## src/rtl/stream_downsizer_if.sv

```systemverilog
// -----------------------------------------------------------------------------
// stream_downsizer_if
//
// Bundles the two valid/ready streams of the width-down converter into one
// interface.
//
// Parameters:
//   IN_W   input word width (default 32)
//   OUT_W  output beat width (default 8)
//   CNT_W  derived width of the beat-count field, max(1, clog2(IN_W/OUT_W))
//
// Signals:
//   in_valid / in_ready   word handshake (producer -> converter)
//   in_data  [IN_W]       input word
//   in_cnt   [CNT_W]      number of valid beats minus one
//   in_last               word closes a packet
//   out_valid / out_ready beat handshake (converter -> consumer)
//   out_data [OUT_W]      output beat
//   out_last              final beat of a word that carried in_last
//
// Modports:
//   slave   the converter's view (accepts words, produces beats)
//   master  the environment's view (produces words, consumes beats)
// -----------------------------------------------------------------------------
interface stream_downsizer_if #(
  parameter int IN_W  = 32,
  parameter int OUT_W = 8
);
  localparam int RATIO = IN_W / OUT_W;
  localparam int CNT_W = ($clog2(RATIO) < 1) ? 1 : $clog2(RATIO);

  // Word side
  logic             in_valid;
  logic             in_ready;
  logic [IN_W-1:0]  in_data;
  logic [CNT_W-1:0] in_cnt;
  logic             in_last;

  // Beat side
  logic             out_valid;
  logic             out_ready;
  logic [OUT_W-1:0] out_data;
  logic             out_last;

  modport slave (
    input  in_valid,
    input  in_data,
    input  in_cnt,
    input  in_last,
    input  out_ready,
    output in_ready,
    output out_valid,
    output out_data,
    output out_last
  );

  modport master (
    output in_valid,
    output in_data,
    output in_cnt,
    output in_last,
    output out_ready,
    input  in_ready,
    input  out_valid,
    input  out_data,
    input  out_last
  );
endinterface

```

## src/rtl/stream_downsizer.sv

```systemverilog
// -----------------------------------------------------------------------------
// stream_downsizer
//
// Width-down converter: accepts whole IN_W-bit words on a valid/ready stream
// and emits them as OUT_W-bit beats, one beat per cycle. Partial words (fewer
// than RATIO valid beats, given by in_cnt) and packet framing (in_last) are
// carried through. A new word is accepted in the same cycle the final beat of
// the current word transfers, so back-to-back words stream with no bubble.
//
// Parameters:
//   IN_W   input word width (default 32)
//   OUT_W  output beat width (default 8); IN_W must be a multiple of OUT_W and
//          IN_W/OUT_W must be at least 2
//
// Ports:
//   clk    clock, rising edge
//   rst_n  asynchronous active-low reset; discards any word in flight
//   bus    stream_downsizer_if.slave carrying
//            in_valid/in_ready/in_data/in_cnt/in_last   (word side)
//            out_valid/out_ready/out_data/out_last      (beat side)
//
// Build option:
//   STREAM_DOWNSIZER_MSB_FIRST_EN
//     undefined: lane k = word[k*OUT_W +: OUT_W]            (LSB lane first)
//     defined:   lane k = word[(RATIO-1-k)*OUT_W +: OUT_W]  (MSB lane first)
// -----------------------------------------------------------------------------
module stream_downsizer #(
  parameter int IN_W  = 32,
  parameter int OUT_W = 8
) (
  input  logic                  clk,
  input  logic                  rst_n,
  stream_downsizer_if.slave     bus
);

  localparam int RATIO = IN_W / OUT_W;
  localparam int CNT_W = ($clog2(RATIO) < 1) ? 1 : $clog2(RATIO);

  // ---------------------------------------------------------------------------
  // Configuration sanity
  // ---------------------------------------------------------------------------
  if (((IN_W % OUT_W) != 0) || (RATIO < 2)) begin : g_bad_cfg
    $error("stream_downsizer: IN_W must be a multiple of OUT_W with IN_W/OUT_W >= 2");
  end

  // ---------------------------------------------------------------------------
  // State
  // ---------------------------------------------------------------------------
  logic [IN_W-1:0]  word_q, word_d;   // holding register for the current word
  logic [CNT_W-1:0] idx_q,  idx_d;    // lane currently presented
  logic [CNT_W-1:0] cnt_q,  cnt_d;    // index of the final valid lane
  logic             last_q, last_d;   // current word closes a packet
  logic             busy_q, busy_d;   // a beat is being presented

  // ---------------------------------------------------------------------------
  // Handshake decode
  // ---------------------------------------------------------------------------
  logic final_idx;   // presented lane is the last one of the word
  logic beat_fire;   // a beat transfers this cycle
  logic word_fire;   // a word is accepted this cycle
  logic in_ready_w;

  assign final_idx = (idx_q == cnt_q);
  assign beat_fire = busy_q && bus.out_ready;

  // Ready when idle, or when the final beat is leaving this very cycle; this
  // lets the next word slot in behind the current one without a gap. It never
  // looks at in_valid, so there is no combinational valid->ready loop.
  assign in_ready_w = !busy_q || (bus.out_ready && final_idx);
  assign word_fire  = bus.in_valid && in_ready_w;

  // ---------------------------------------------------------------------------
  // Beat count capture
  // ---------------------------------------------------------------------------
  // For non-power-of-2 ratios the count field can encode values past the top
  // lane; those are clamped so idx_q never walks off the word. When the ratio
  // is a power of 2 every encoding is legal and the field passes straight in.
  logic [CNT_W-1:0] cnt_in;

  if ((1 << CNT_W) == RATIO) begin : g_cnt_direct
    assign cnt_in = bus.in_cnt;
  end else begin : g_cnt_clamp
    localparam logic [CNT_W-1:0] CNT_MAX = CNT_W'(RATIO - 1);
    assign cnt_in = (bus.in_cnt > CNT_MAX) ? CNT_MAX : bus.in_cnt;
  end

  // ---------------------------------------------------------------------------
  // Next-state logic
  // ---------------------------------------------------------------------------
  always_comb begin
    word_d = word_q;
    idx_d  = idx_q;
    cnt_d  = cnt_q;
    last_d = last_q;
    busy_d = busy_q;

    if (word_fire) begin
      // Covers both the idle case and the final-beat-plus-new-word case;
      // in_ready guarantees no pending beat is overwritten.
      word_d = bus.in_data;
      cnt_d  = cnt_in;
      last_d = bus.in_last;
      idx_d  = '0;
      busy_d = 1'b1;
    end else if (beat_fire) begin
      if (final_idx) begin
        busy_d = 1'b0;
      end else begin
        idx_d = idx_q + CNT_W'(1);
      end
    end
  end

  // ---------------------------------------------------------------------------
  // Registers
  // ---------------------------------------------------------------------------
  always_ff @(posedge clk or negedge rst_n) begin
    if (!rst_n) begin
      word_q <= '0;
      idx_q  <= '0;
      cnt_q  <= '0;
      last_q <= 1'b0;
      busy_q <= 1'b0;
    end else begin
      word_q <= word_d;
      idx_q  <= idx_d;
      cnt_q  <= cnt_d;
      last_q <= last_d;
      busy_q <= busy_d;
    end
  end

  // ---------------------------------------------------------------------------
  // Lane mapping
  // ---------------------------------------------------------------------------
  // lane_w[k] is the k-th beat to be emitted. The output mux is driven only by
  // registers, so out_data is glitch-free with respect to the input stream and
  // stays put while the consumer stalls.
  logic [OUT_W-1:0] lane_w [RATIO];

  for (genvar gi = 0; gi < RATIO; gi++) begin : g_lane
`ifdef STREAM_DOWNSIZER_MSB_FIRST_EN
    assign lane_w[gi] = word_q[(RATIO-1-gi)*OUT_W +: OUT_W];
`else
    assign lane_w[gi] = word_q[gi*OUT_W +: OUT_W];
`endif
  end

  // ---------------------------------------------------------------------------
  // Outputs
  // ---------------------------------------------------------------------------
  assign bus.in_ready  = in_ready_w;
  assign bus.out_valid = busy_q;
  assign bus.out_data  = lane_w[idx_q];
  assign bus.out_last  = busy_q && last_q && final_idx;

endmodule

```

## src/flat_wrapper.sv

```systemverilog
// flat-port wrapper written by rule: the top's interface ports become plain ports
module stream_downsizer_flat 
#(
  parameter int IN_W  = 32,
  parameter int OUT_W = 8
)
  (clk, rst_n, bus_in_valid, bus_in_data, bus_in_cnt, bus_in_last, bus_out_ready, bus_in_ready, bus_out_valid, bus_out_data, bus_out_last);
  stream_downsizer_if #(.IN_W(IN_W), .OUT_W(OUT_W)) bus_i ();
  input  logic clk;
  input  logic rst_n;
  input wire logic [$bits(bus_i.in_valid)-1:0] bus_in_valid;
  input wire logic [$bits(bus_i.in_data)-1:0] bus_in_data;
  input wire logic [$bits(bus_i.in_cnt)-1:0] bus_in_cnt;
  input wire logic [$bits(bus_i.in_last)-1:0] bus_in_last;
  input wire logic [$bits(bus_i.out_ready)-1:0] bus_out_ready;
  output wire logic [$bits(bus_i.in_ready)-1:0] bus_in_ready;
  output wire logic [$bits(bus_i.out_valid)-1:0] bus_out_valid;
  output wire logic [$bits(bus_i.out_data)-1:0] bus_out_data;
  output wire logic [$bits(bus_i.out_last)-1:0] bus_out_last;
  assign bus_i.in_valid = bus_in_valid;
  assign bus_i.in_data = bus_in_data;
  assign bus_i.in_cnt = bus_in_cnt;
  assign bus_i.in_last = bus_in_last;
  assign bus_i.out_ready = bus_out_ready;
  assign bus_in_ready = bus_i.in_ready;
  assign bus_out_valid = bus_i.out_valid;
  assign bus_out_data = bus_i.out_data;
  assign bus_out_last = bus_i.out_last;
  stream_downsizer #(.IN_W(IN_W), .OUT_W(OUT_W)) u_core (.clk(clk), .rst_n(rst_n), .bus(bus_i));
endmodule
```

## config.mk

```make
export PLATFORM = sky130hd
export DESIGN_NAME = stream_downsizer_flat
export DESIGN_NICKNAME = d
export VERILOG_FILES = /design/src/rtl/stream_downsizer_if.sv /design/src/rtl/stream_downsizer.sv /design/src/flat_wrapper.sv
export SDC_FILE = /design/constraint.sdc
export NUM_CORES = 1
export LEC_CHECK = 0
export BUFFER_PORTS_ARGS = -buffer_cell sky130_fd_sc_hd__buf_2
export CAP_MARGIN = 40
export CORE_ASPECT_RATIO = 1.25
export CORE_UTILIZATION = 56
export DETAILED_ROUTE_END_ITERATION = 10
export GPL_ROUTABILITY_DRIVEN = 0
export PLACE_DENSITY = 0.84
export SYNTH_ARGS = -nofsm -noshare
export SYNTH_HDL_FRONTEND = slang
export SYNTH_SLANG_ARGS = --single-unit
```

## constraint.sdc

```tcl
create_clock -name clk -period 2.99 [get_ports clk]
set_clock_uncertainty 0.05 [all_clocks]
set_input_delay 0.598 -clock clk [delete_from_list [all_inputs] [get_ports clk]]
set_output_delay 0.598 -clock clk [all_outputs]
set_load 0.05 [all_outputs]
```

* Yosys cells after proc, flatten, opt, wreduce, memory -nomap -nowiden
Index checks and enable logic that the tools add are counted.
Word-level totals: bits in registers 38, logic and storage cells 30, bits of input ports 39
Operators by class: $add $sub $neg 1, muxes and demuxes 9, order comparisons 1, eq/ne operators 2, reduce and logical (&&, ||, !) cells 11, bitwise logic cells 1
Operators with widths (count):
- binary-select mux 8 bit (select 2 bit) | 1
- 2-to-1 mux 8 bit | 2
- 2-to-1 mux 2 bit | 3
- logical AND 1 bit | 5
- AND reduction 2 bit | 2
- nonzero test 2 bit | 2
- greater-or-equal comparator 3 bit (second input constant) | 1
- 2-to-1 mux 1 bit | 3
- inverter 2 -> 3 bit | 1
- adder 2 x 1 -> 2 bit (second input constant) | 1
- equality test 2 bit | 1
- inequality test 2 bit (second input constant) | 1
- zero test 1 bit | 1
- logical OR 1 bit | 1

* Logic depth before layout (Yosys ltp)
Gate-level depths: netlist of run 1.
word-level depth 6, mapped depth 7, gate-level depth less buffers 4

* Worst setup path before layout of run 1
Ideal clock, no wire load.
kind register -> output, from register u_core.idx_q[1], to output port bus_in_ready, required time 2342 ps, arrival 1872 ps, path slack 470 ps, cell stages (with the launch flop) 5, buffers on the path 1, cell sequence dfrtp_1 buf_6 xnor2_2 nand2_1 o21ai_0
On the way: longest elaborated chain between the ends 3
Ends and longest elaborated chain:
- start: declaration | line stream_downsizer.sv:50 | logic [CNT_W-1:0] idx_q, idx_d;
- start signal: assignment | line stream_downsizer.sv:126 | idx_q <= idx_d;
- equality test 2 bit | line stream_downsizer.sv:63 | assign final_idx = (idx_q == cnt_q);
- logical AND 1 bit | line stream_downsizer.sv:69 | assign in_ready_w = !busy_q || (bus.out_ready && final_idx);
- logical OR 1 bit | line stream_downsizer.sv:69
- end: declaration | line flat_wrapper.sv:16 | output wire logic [$bits(bus_i.in_ready)-1:0] bus_in_ready;
No other way between the ends.

* Worst setup path after layout of run 1
from register u_core.idx_q[0], to output port bus_out_last
On the way: longest elaborated chain between the ends 2
Ends and longest elaborated chain:
- equality test 2 bit | line stream_downsizer.sv:63
- logical AND 1 bit | line stream_downsizer.sv:155 | assign bus.out_last = busy_q && last_q && final_idx;
- end: declaration | line flat_wrapper.sv:19 | output wire logic [$bits(bus_i.out_last)-1:0] bus_out_last;
No other way between the ends.

==> results of run 1 <==
==> Yosys cell counts <==
cell      count  area, um^2
xnor2_2       1        16.3
mux2_4       29         435
nand3_1       1        5.00
buf_12        3        60.1
nand2b_1      2        12.5
nor2_1        1        3.75
xor2_1        2        17.5
o21a_1        1        7.51
inv_1         2        7.51
buf_6         3        33.8
nand4b_1      1        8.76
xnor2_1       1        8.76
dfrtp_1      38         951
and3_1        2        12.5
a21oi_1       4        20.0
mux2_2        4        45.0
nor3_1        1        5.00
nand4_1       1        6.26
buf_2         1        5.00
a22o_1        1        8.76
nand3b_1      2        15.0
o21ai_0       4        20.0
nand2_1       4        15.0
mux4_2        4        90.1
mux4_1        4         105
o31ai_1       1        7.51
a211o_1       1        8.76
clkbuf_1      2        7.51
mux2i_1       1        10.0
==> kinds of logic after synthesis <==
kind of cell              after synthesis
muxes                                  42
and+or+nand+nor                        15
DFF                                    38
AOI/OAI and AO/OA                      12
buffers and inverters                  11
xor gates and xnor gates                4
==> area by class of cell <==
cell class / count / area share, %
clock buffer: 7 / 3.84
clock inverter: 1 / 0.222
inverter: 2 / 0.334
multi-input combinational: 73 / 39.4
sequential: 38 / 42.3
tap: 37 / 2.06
timing repair buffer: 52 / 11.9
==> per-layer routing <==
metal | vias up | global-route usage [%] | wire length (um)
met1 | 585 | 30.6 | 1560
met5 | - | 0 | 0
met4 | 0 | 11.5 | 58
met3 | 5 | 8.00 | 234
met2 | 48 | 38.0 | 1950
li1 | 544 | - | -
==> flip-flops by register name, indices dropped and copies added (netlist names) <==
name and count:
u_core.bus.out_valid 1, u_core.last_q 1, u_core.idx_q 2, u_core.word_q 32, u_core.cnt_q 2
==> final timing paths <==
| path | from | to | slack [ps] | cells after the start |
|---|---|---|---|---|
| worst max-delay path | u_core.idx_q[0]$_DFFE_PN0P_ | bus_out_last | 400 | 5 |
| worst min-delay path | rst_n | u_core.word_q[9]$_DFFE_PN0P_ | 360 | 1 |
| worst max register to register | u_core.idx_q[0]$_DFFE_PN0P_ | u_core.word_q[0]$_DFFE_PN0P_ | 870 | 6 |
| worst min register to register | u_core.word_q[9]$_DFFE_PN0P_ | u_core.word_q[9]$_DFFE_PN0P_ | 450 | 1 |
| max in group asynchronous | rst_n | u_core.cnt_q[0]$_DFFE_PN0P_ | 2000 | 1 |
| min in group clk | u_core.word_q[9]$_DFFE_PN0P_ | u_core.word_q[9]$_DFFE_PN0P_ | 450 | 1 |
==> critical path, delay by kind of cell, from the launching register on <==
kind / cells / cell delay (ps)
XOR/XNOR: 1 / 300
buffers and inverters: 2 / 470
flip-flops: 1 / 600
AND/OR/NAND/NOR: 2 / 280
==> placed cells by master, fill, tap and decap left out, types with 2 or more instances in the layout <==
| cell type | instances |
|---|---|
| a21oi_1 | 4 |
| nand2_1 | 4 |
| dfrtp_1 | 38 |
| inv_1 | 2 |
| clkbuf_8 | 6 |
| nand3b_1 | 2 |
| and3_1 | 2 |
| mux4_2 | 4 |
| nand2b_1 | 2 |
| mux4_1 | 4 |
| xor2_1 | 2 |
| o21ai_0 | 4 |
| buf_2 | 49 |
| mux2_2 | 4 |
| buf_4 | 3 |
| mux2_4 | 29 |
==> report_power, final <==
part / leakage, uW / total [uW] / internal, uW / switching [uW]
combinational: 0.000656 / 1720 / 819 / 906
sequential: 0.000450 / 1000 / 780 / 220
clock: 0.0000482 / 362 / 186 / 176
total: 0.00115 / 3090 / 1780 / 1300
==> through the flow <==
| step | std cells | total power (uW) | instance area (um^2) |
|---|---|---|---|
| finish | 210 | 3090 | 2250 |
| detailed placement | 202 | 2720 | 2160 |
| global route | 210 | 3260 | 2250 |
| global placement | 202 | 2650 | 2160 |
| floorplan | 122 | 2490 | 1950 |
| CTS | 210 | 3090 | 2250 |
==> impl_metrics.env, run 1 <==
export IMPL_clk_pin_slew_worst_paths_ps=70
export IMPL_route_detailed_drc=0
export IMPL_ys_warn_count=0
export IMPL_die_w_um=54.8
export IMPL_crit_type="reg -> out"
export IMPL_wire_per_inst_um=18.1
export IMPL_die_h_um=68.0
export IMPL_ctsResizeCount=0
export IMPL_h_tree_depth=2
export IMPL_clkSinkCount=38
export IMPL_status="complete, no violations"
export IMPL_fp_dieArea_um2=3720
export IMPL_dr_pass1_iters=4
export IMPL_fillCellCount=228
export IMPL_final_layout_size_suffix_gt1_share_pct=56.6
export IMPL_hp_class="in -> async"
export IMPL_fin_ws_ps=395
export IMPL_pre_cts_ws_ps=712
export IMPL_initial_utilization_pct=59.9
export IMPL_critPathMaxFanout=10
export IMPL_num_rows=23
export IMPL_power_density_nw_per_um2=1370
export IMPL_numCtsBuffers=5
export IMPL_track_usage_pct=24.5
export IMPL_cp_start_kind="flip-flop"
export IMPL_ant_nets=0
export IMPL_clock_latency_ps=290
export IMPL_max_freq_mhz=385
export IMPL_max_slew_margin_pct=43.9
export IMPL_syn_mean_instance_area_um2=16.0
export IMPL_multi_input_area_um2=886
export IMPL_synth_fa_ha_area_share_pct=0
export IMPL_vias=1182
export IMPL_synth_area_um2=1950
export IMPL_synth_cell_types=29
export IMPL_ys_seq_area_share_pct=48.8
export IMPL_nets=211
export IMPL_utilization_pct=69.2
export IMPL_io_pins=50
export IMPL_synth_top_family_by_area="multiplexers"
export IMPL_clk_path_buf_depth=2
export IMPL_drv_cap=0
export IMPL_grt_ovfl_total=0
export IMPL_synthToLayoutAreaGrowth_pct=15.4
export IMPL_grt_pass1_wl_um=6150
export IMPL_setup_violations=0
export IMPL_cts_hold_buf=0
export IMPL_setup_tns_ps=0
export IMPL_synth_seq_cells=38
export IMPL_synthSimpleGateAreaFrac_pct=4.30
export IMPL_cts_root_buf="clkbuf_8"
export IMPL_drt_vias_per_instance=5.63
export IMPL_antenna_found_initial=0
export IMPL_drtIter0Drc=19
export IMPL_dp_hpwl_um=2690
export IMPL_io_buffers=49
export IMPL_register_area_um2=951
export IMPL_hold_violations=0
export IMPL_n_antenna_cell=0
export IMPL_tritoncts="yes"
export IMPL_ir_worst_vdd_v=0.000828
export IMPL_cp_slowest_cell="dfrtp_1"
export IMPL_end_kind="output port"
export IMPL_crit_required_ps=2340
export IMPL_period_share_pct=86.8
export IMPL_synthCells=122
export IMPL_worst_ep_arrival_time_ps=1950
export IMPL_timing_hold_ws_ps=359
export IMPL_cts_setup_buffers=0
export IMPL_rsz0062_at_grt="false"
export IMPL_first_global_vias=1287
export IMPL_grt_max_degree=39
export IMPL_fin_crit_ps=2590
export IMPL_synth_compound_area_share_pct=3.72
export IMPL_tightest_slew_ps=841
export IMPL_wirelength_um=3800
export IMPL_crit_chain="buf_4 > xor2_1 > nor2_1 > and3_1 > buf_2"
export IMPL_p_leak_uw=0.00115
export IMPL_cpPeakStageDelay_ps=600
export IMPL_synth_nets=161
export IMPL_core_um2=3250
export IMPL_report_final_slew_viol_count=0
export IMPL_synth_xor_area_share_pct=2.18
export IMPL_synth_mux_area_share_pct=35.2
Power figures use the tool's default switching activity.
==> run 2: changes to the inputs <==
CORE_UTILIZATION = 55   (was 56)
PLACE_DENSITY = 0.82   (was 0.84)
RECOVER_POWER = 50   (was default)
==> impl_metrics.env, run 2 (synthesis gave the netlist of run 1 again) <==
export IMPL_antenna_found_initial=0
export IMPL_first_global_vias=1234
export IMPL_track_usage_pct=21.7
export IMPL_register_area_um2=951
export IMPL_top_usage_layer="met2"
export IMPL_die_h_um=68.6
export IMPL_wire_per_inst_um=17.9
export IMPL_multi_input_area_um2=878
export IMPL_final_layout_size_suffix_gt1_share_pct=54.7
export IMPL_wirelength_um=3730
export IMPL_numCtsBuffers=5
export IMPL_grtUsageMet2_pct=38.4
export IMPL_clkSinkCount=38
export IMPL_fin_crit_ps=2650
export IMPL_fin_ws_ps=336
export IMPL_rsz0062_at_grt="false"
export IMPL_fillCellCount=233
export IMPL_grt_ovfl_total=0
export IMPL_critPathMaxFanout=16
export IMPL_ctsResizeCount=0
export IMPL_report_final_slew_viol_count=39
export IMPL_synthToLayoutAreaGrowth_pct=14.5
export IMPL_pre_cts_ws_ps=634
export IMPL_switching_share_pct=42.2
export IMPL_cts_setup_buffers=0
export IMPL_ant_nets=0
export IMPL_top_register="u_core.word_q"
export IMPL_drv_cap=1
export IMPL_core_um2=3280
export IMPL_status="complete, but fails checks"
export IMPL_dr_pass1_iters=4
export IMPL_grt_max_degree=39
export IMPL_die_w_um=55.3
export IMPL_cp_start_kind="flip-flop"
export IMPL_initial_utilization_pct=59.4
export IMPL_p_leak_uw=0.00114
export IMPL_power_density_nw_per_um2=1370
export IMPL_ff2ff_setup_slack_ps=900
export IMPL_dp_hpwl_um=2660
export IMPL_layout_commonest_cell="buf_2"
export IMPL_largest_register_ff_count=32
export IMPL_setup_tns_ps=0
export IMPL_pwr_share_comb_pct=55.0
export IMPL_io_pins=50
export IMPL_hold_violations=0
export IMPL_top_regs="u_core.word_q x32, u_core.cnt_q x2, u_core.idx_q x2"
export IMPL_nets=210
export IMPL_switchingPower_uw=1290
export IMPL_clk_pin_slew_worst_paths_ps=70
export IMPL_tritoncts="yes"
export IMPL_hp_class="reg -> reg"
export IMPL_p_seq_share_pct=33.4
export IMPL_tightest_slew_ps=2020
export IMPL_ir_worst_vdd_v=0.000888
export IMPL_n_antenna_cell=0
export IMPL_drt_vias_per_instance=5.67
export IMPL_grt_util_met3_pct=5.41
export IMPL_io_buffers=49
export IMPL_clock_latency_ps=290
export IMPL_end_kind="output port"
export IMPL_worst_ep_arrival_time_ps=2010
export IMPL_num_rows=23
export IMPL_grt_pass1_wl_um=6030
export IMPL_violations="max-capacitance violations, max-slew violations"
export IMPL_crit_type="reg -> out"
export IMPL_fp_dieArea_um2=3790
export IMPL_cts_hold_buf=0
export IMPL_clk_path_buf_depth=2
export IMPL_period_share_pct=88.7
export IMPL_layout_common_cells="47 x buf_2, 38 x dfrtp_1, 29 x mux2_4, 6 x clkbuf_8"
export IMPL_crit_required_ps=2340
export IMPL_max_slew_margin_pct=-34.4
export IMPL_grt_use_met1_pct=25.6
export IMPL_setup_violations=0
export IMPL_route_detailed_drc=0
export IMPL_drtIter0Drc=28
export IMPL_max_freq_mhz=377
export IMPL_clockPowerShare_pct=11.6
export IMPL_h_tree_depth=2
export IMPL_intPower_uw=1770
export IMPL_vias=1185
export IMPL_cts_root_buf="clkbuf_8"
run 2: cell count changes in the layout (fill, tap and decap cells not counted), sizes merged:
cell,delta
clkbuf,+2
buf,-3
run 2: worst paths after layout:
| kind | start | to | cells after the start |
|---|---|---|---|
| setup / recovery | u_core.idx_q[0]$_DFFE_PN0P_ | bus_out_data[1] | 2 |
| hold / removal | u_core.last_q$_DFFE_PN0P_ | u_core.last_q$_DFFE_PN0P_ | 1 |
| setup reg to reg | u_core.idx_q[0]$_DFFE_PN0P_ | u_core.word_q[29]$_DFFE_PN0P_ | 5 |
| hold reg to reg | u_core.last_q$_DFFE_PN0P_ | u_core.last_q$_DFFE_PN0P_ | 1 |
| max in group asynchronous | rst_n | u_core.word_q[8]$_DFFE_PN0P_ | 1 |
| min in group asynchronous | rst_n | u_core.word_q[13]$_DFFE_PN0P_ | 1 |
run 2: stage by stage:
stage	util, %	hold WS (ps)	instances	instance area, um^2	power [uW]
finish	68.0	454	209	2230	3060
global route	68.0	481	209	2230	3220
CTS	68.3	377	209	2240	3100
detailed placement	65.6	439	201	2150	2730
global placement	65.6	432	201	2150	2640
floorplan	-	252	122	1950	2490
run 2: layout make-up:
class / instances / share of cell area (%)
inverters: 2 / 0.336
clock buffers: 7 / 3.87
well taps: 37 / 2.07
multi-input cells: 73 / 39.3
repair buffers: 51 / 11.5
clock inverters: 1 / 0.224
flip-flops and latches: 38 / 42.6
run 2: routing by layer:
metal,share of wire [%],vias up
met1,39,588
met4,2.0,0
met3,5.7,9
met2,53,46
li1,-,542
met5,0,-
run 2: worst max-delay path: stages (launching register included):
cell,delay [ps]
dfrtp_1,820
mux4_1,660
buf_2,230
run 2: power groups by stage:
stage,logic [uW],clock network (uW),registers [uW]
after floorplan,1590,0,903
after global placement,1640,0,1000
after detailed placement,1700,0,1030
after CTS,1710,364,1030
after global routing,1770,381,1060
final,1680,356,1020
==> run 3: changes to the inputs <==
REMOVE_ABC_BUFFERS = 1   (was default)
==> impl_metrics.env, run 3 (synthesis gave the netlist of run 1 again) <==
export IMPL_fin_crit_ps=2650
export IMPL_ir_worst_vdd_v=0.000939
export IMPL_grt_max_degree=39
export IMPL_core_um2=3280
export IMPL_power_density_nw_per_um2=1360
export IMPL_dr_pass1_iters=4
export IMPL_hp_class="reg -> reg"
export IMPL_final_layout_size_suffix_gt1_share_pct=55.0
export IMPL_period_share_pct=88.6
export IMPL_largest_register_ff_count=32
export IMPL_h_tree_depth=2
export IMPL_num_rows=23
export IMPL_crit_required_ps=2340
export IMPL_cts_setup_buffers=0
export IMPL_io_pins=50
export IMPL_nets=210
export IMPL_vias=1175
export IMPL_synthToLayoutAreaGrowth_pct=15.0
export IMPL_layout_commonest_cell="buf_2"
export IMPL_layout_common_cells="47 x buf_2, 38 x dfrtp_1, 29 x mux2_4, 5 x clkbuf_8"
export IMPL_top_register="u_core.word_q"
export IMPL_wire_per_inst_um=17.3
export IMPL_top_regs="u_core.word_q x32, u_core.cnt_q x2, u_core.idx_q x2"
export IMPL_die_w_um=55.3
export IMPL_first_global_vias=1325
export IMPL_fp_dieArea_um2=3790
export IMPL_report_final_slew_viol_count=39
export IMPL_p_leak_uw=0.00114
export IMPL_ant_nets=0
export IMPL_crit_chain="mux4_1 > buf_2"
export IMPL_tightest_slew_ps=1950
export IMPL_tritoncts="yes"
export IMPL_register_area_um2=951
export IMPL_dp_hpwl_um=2550
export IMPL_cp_slowest_cell="dfrtp_1"
export IMPL_track_usage_pct=22.7
export IMPL_drv_cap=1
export IMPL_fillCellCount=246
export IMPL_multi_input_area_um2=886
export IMPL_violations="max-capacitance violations, max-slew violations"
export IMPL_worst_ep_arrival_time_ps=2000
export IMPL_clk_path_buf_depth=2
export IMPL_hold_violations=0
export IMPL_initial_utilization_pct=59.4
export IMPL_max_slew_margin_pct=-30.0
export IMPL_grt_pass1_wl_um=6420
export IMPL_drt_vias_per_instance=5.65
export IMPL_route_detailed_drc=0
export IMPL_ctsResizeCount=0
export IMPL_antenna_found_initial=0
export IMPL_grt_ovfl_total=0
export IMPL_n_antenna_cell=0
export IMPL_io_buffers=49
export IMPL_critPathMaxFanout=15
export IMPL_clk_pin_slew_worst_paths_ps=70
export IMPL_drtIter0Drc=10
export IMPL_status="complete, but fails checks"
export IMPL_clock_latency_ps=290
export IMPL_cpPeakStageDelay_ps=820
export IMPL_die_h_um=68.6
export IMPL_numCtsBuffers=5
export IMPL_rsz0062_at_grt="false"
export IMPL_setup_violations=0
export IMPL_utilization_pct=68.3
export IMPL_setup_tns_ps=0
export IMPL_wirelength_um=3590
export IMPL_cts_root_buf="clkbuf_8"
export IMPL_max_freq_mhz=377
export IMPL_crit_type="reg -> out"
export IMPL_clkSinkCount=38
export IMPL_cts_hold_buf=0
export IMPL_cp_start_kind="flip-flop"
export IMPL_end_kind="output port"
==> run 3: changes by cell type in the layout (fill, tap and decap cells not counted) <==
cell        previous run  this run
buf_12                 0         1
buf_4                  2         1
clkbuf_8               6         5
clkinv_2               1         0
clkinvlp_4             0         1
xnor2_1                2         1
xnor2_2                0         1
==> run 3: path summary, 6_finish.rpt <==
check,start,to,slack [ps],depth (start not counted)
worst max-delay path,u_core.idx_q[0]$_DFFE_PN0P_,bus_out_data[3],340,2
worst min-delay path,u_core.last_q$_DFFE_PN0P_,u_core.last_q$_DFFE_PN0P_,460,1
worst max register to register,u_core.idx_q[0]$_DFFE_PN0P_,u_core.word_q[10]$_DFFE_PN0P_,650,5
worst min register to register,u_core.last_q$_DFFE_PN0P_,u_core.last_q$_DFFE_PN0P_,460,1
max in group asynchronous,rst_n,u_core.word_q[2]$_DFFE_PN0P_,970,1
min in group asynchronous,rst_n,u_core.word_q[13]$_DFFE_PN0P_,790,1
==> run 3: metrics by stage <==
step	total power [uW]	hold WS, ps	setup slack, ps	cell area (um^2)	instances
floorplan	2380	252	258	1840	113
global placement	2650	432	699	2160	201
detailed placement	2730	443	653	2160	201
CTS	3070	374	330	2240	208
global route	3240	464	210	2240	208
finish	3050	459	340	2240	208
==> run 3: where the power goes <==
group / internal, uW / switching (uW) / total (uW)
clock: 160 / 175 / 334
sequential: 780 / 247 / 1030
combinational: 824 / 866 / 1690
==> run 3: final cells by class <==
type | count | share of cell area [%]
Sequential cell | 38 | 42.4
Inverter | 2 | 0.335
Tap cell | 37 | 2.07
Clock inverter | 1 | 0.335
Multi-Input combinational cell | 73 | 39.5
Clock buffer | 6 | 3.24
Timing Repair Buffer | 51 | 12.1
==> run 3: critical path: cells and delay by family, from the launching register on <==
family                 cells  cell delay (ps)
buffers and inverters      1              230
muxes                      1              660
DFF                        1              820
==> run 3: per-layer routing <==
layer / GRT usage [%] / vias up / routed length [um]
met5: 0 / - / 0
met4: 8.44 / 0 / 54
met3: 6.72 / 7 / 189
met2: 38.3 / 39 / 1760
met1: 28.3 / 589 / 1590
li1: - / 540 / -
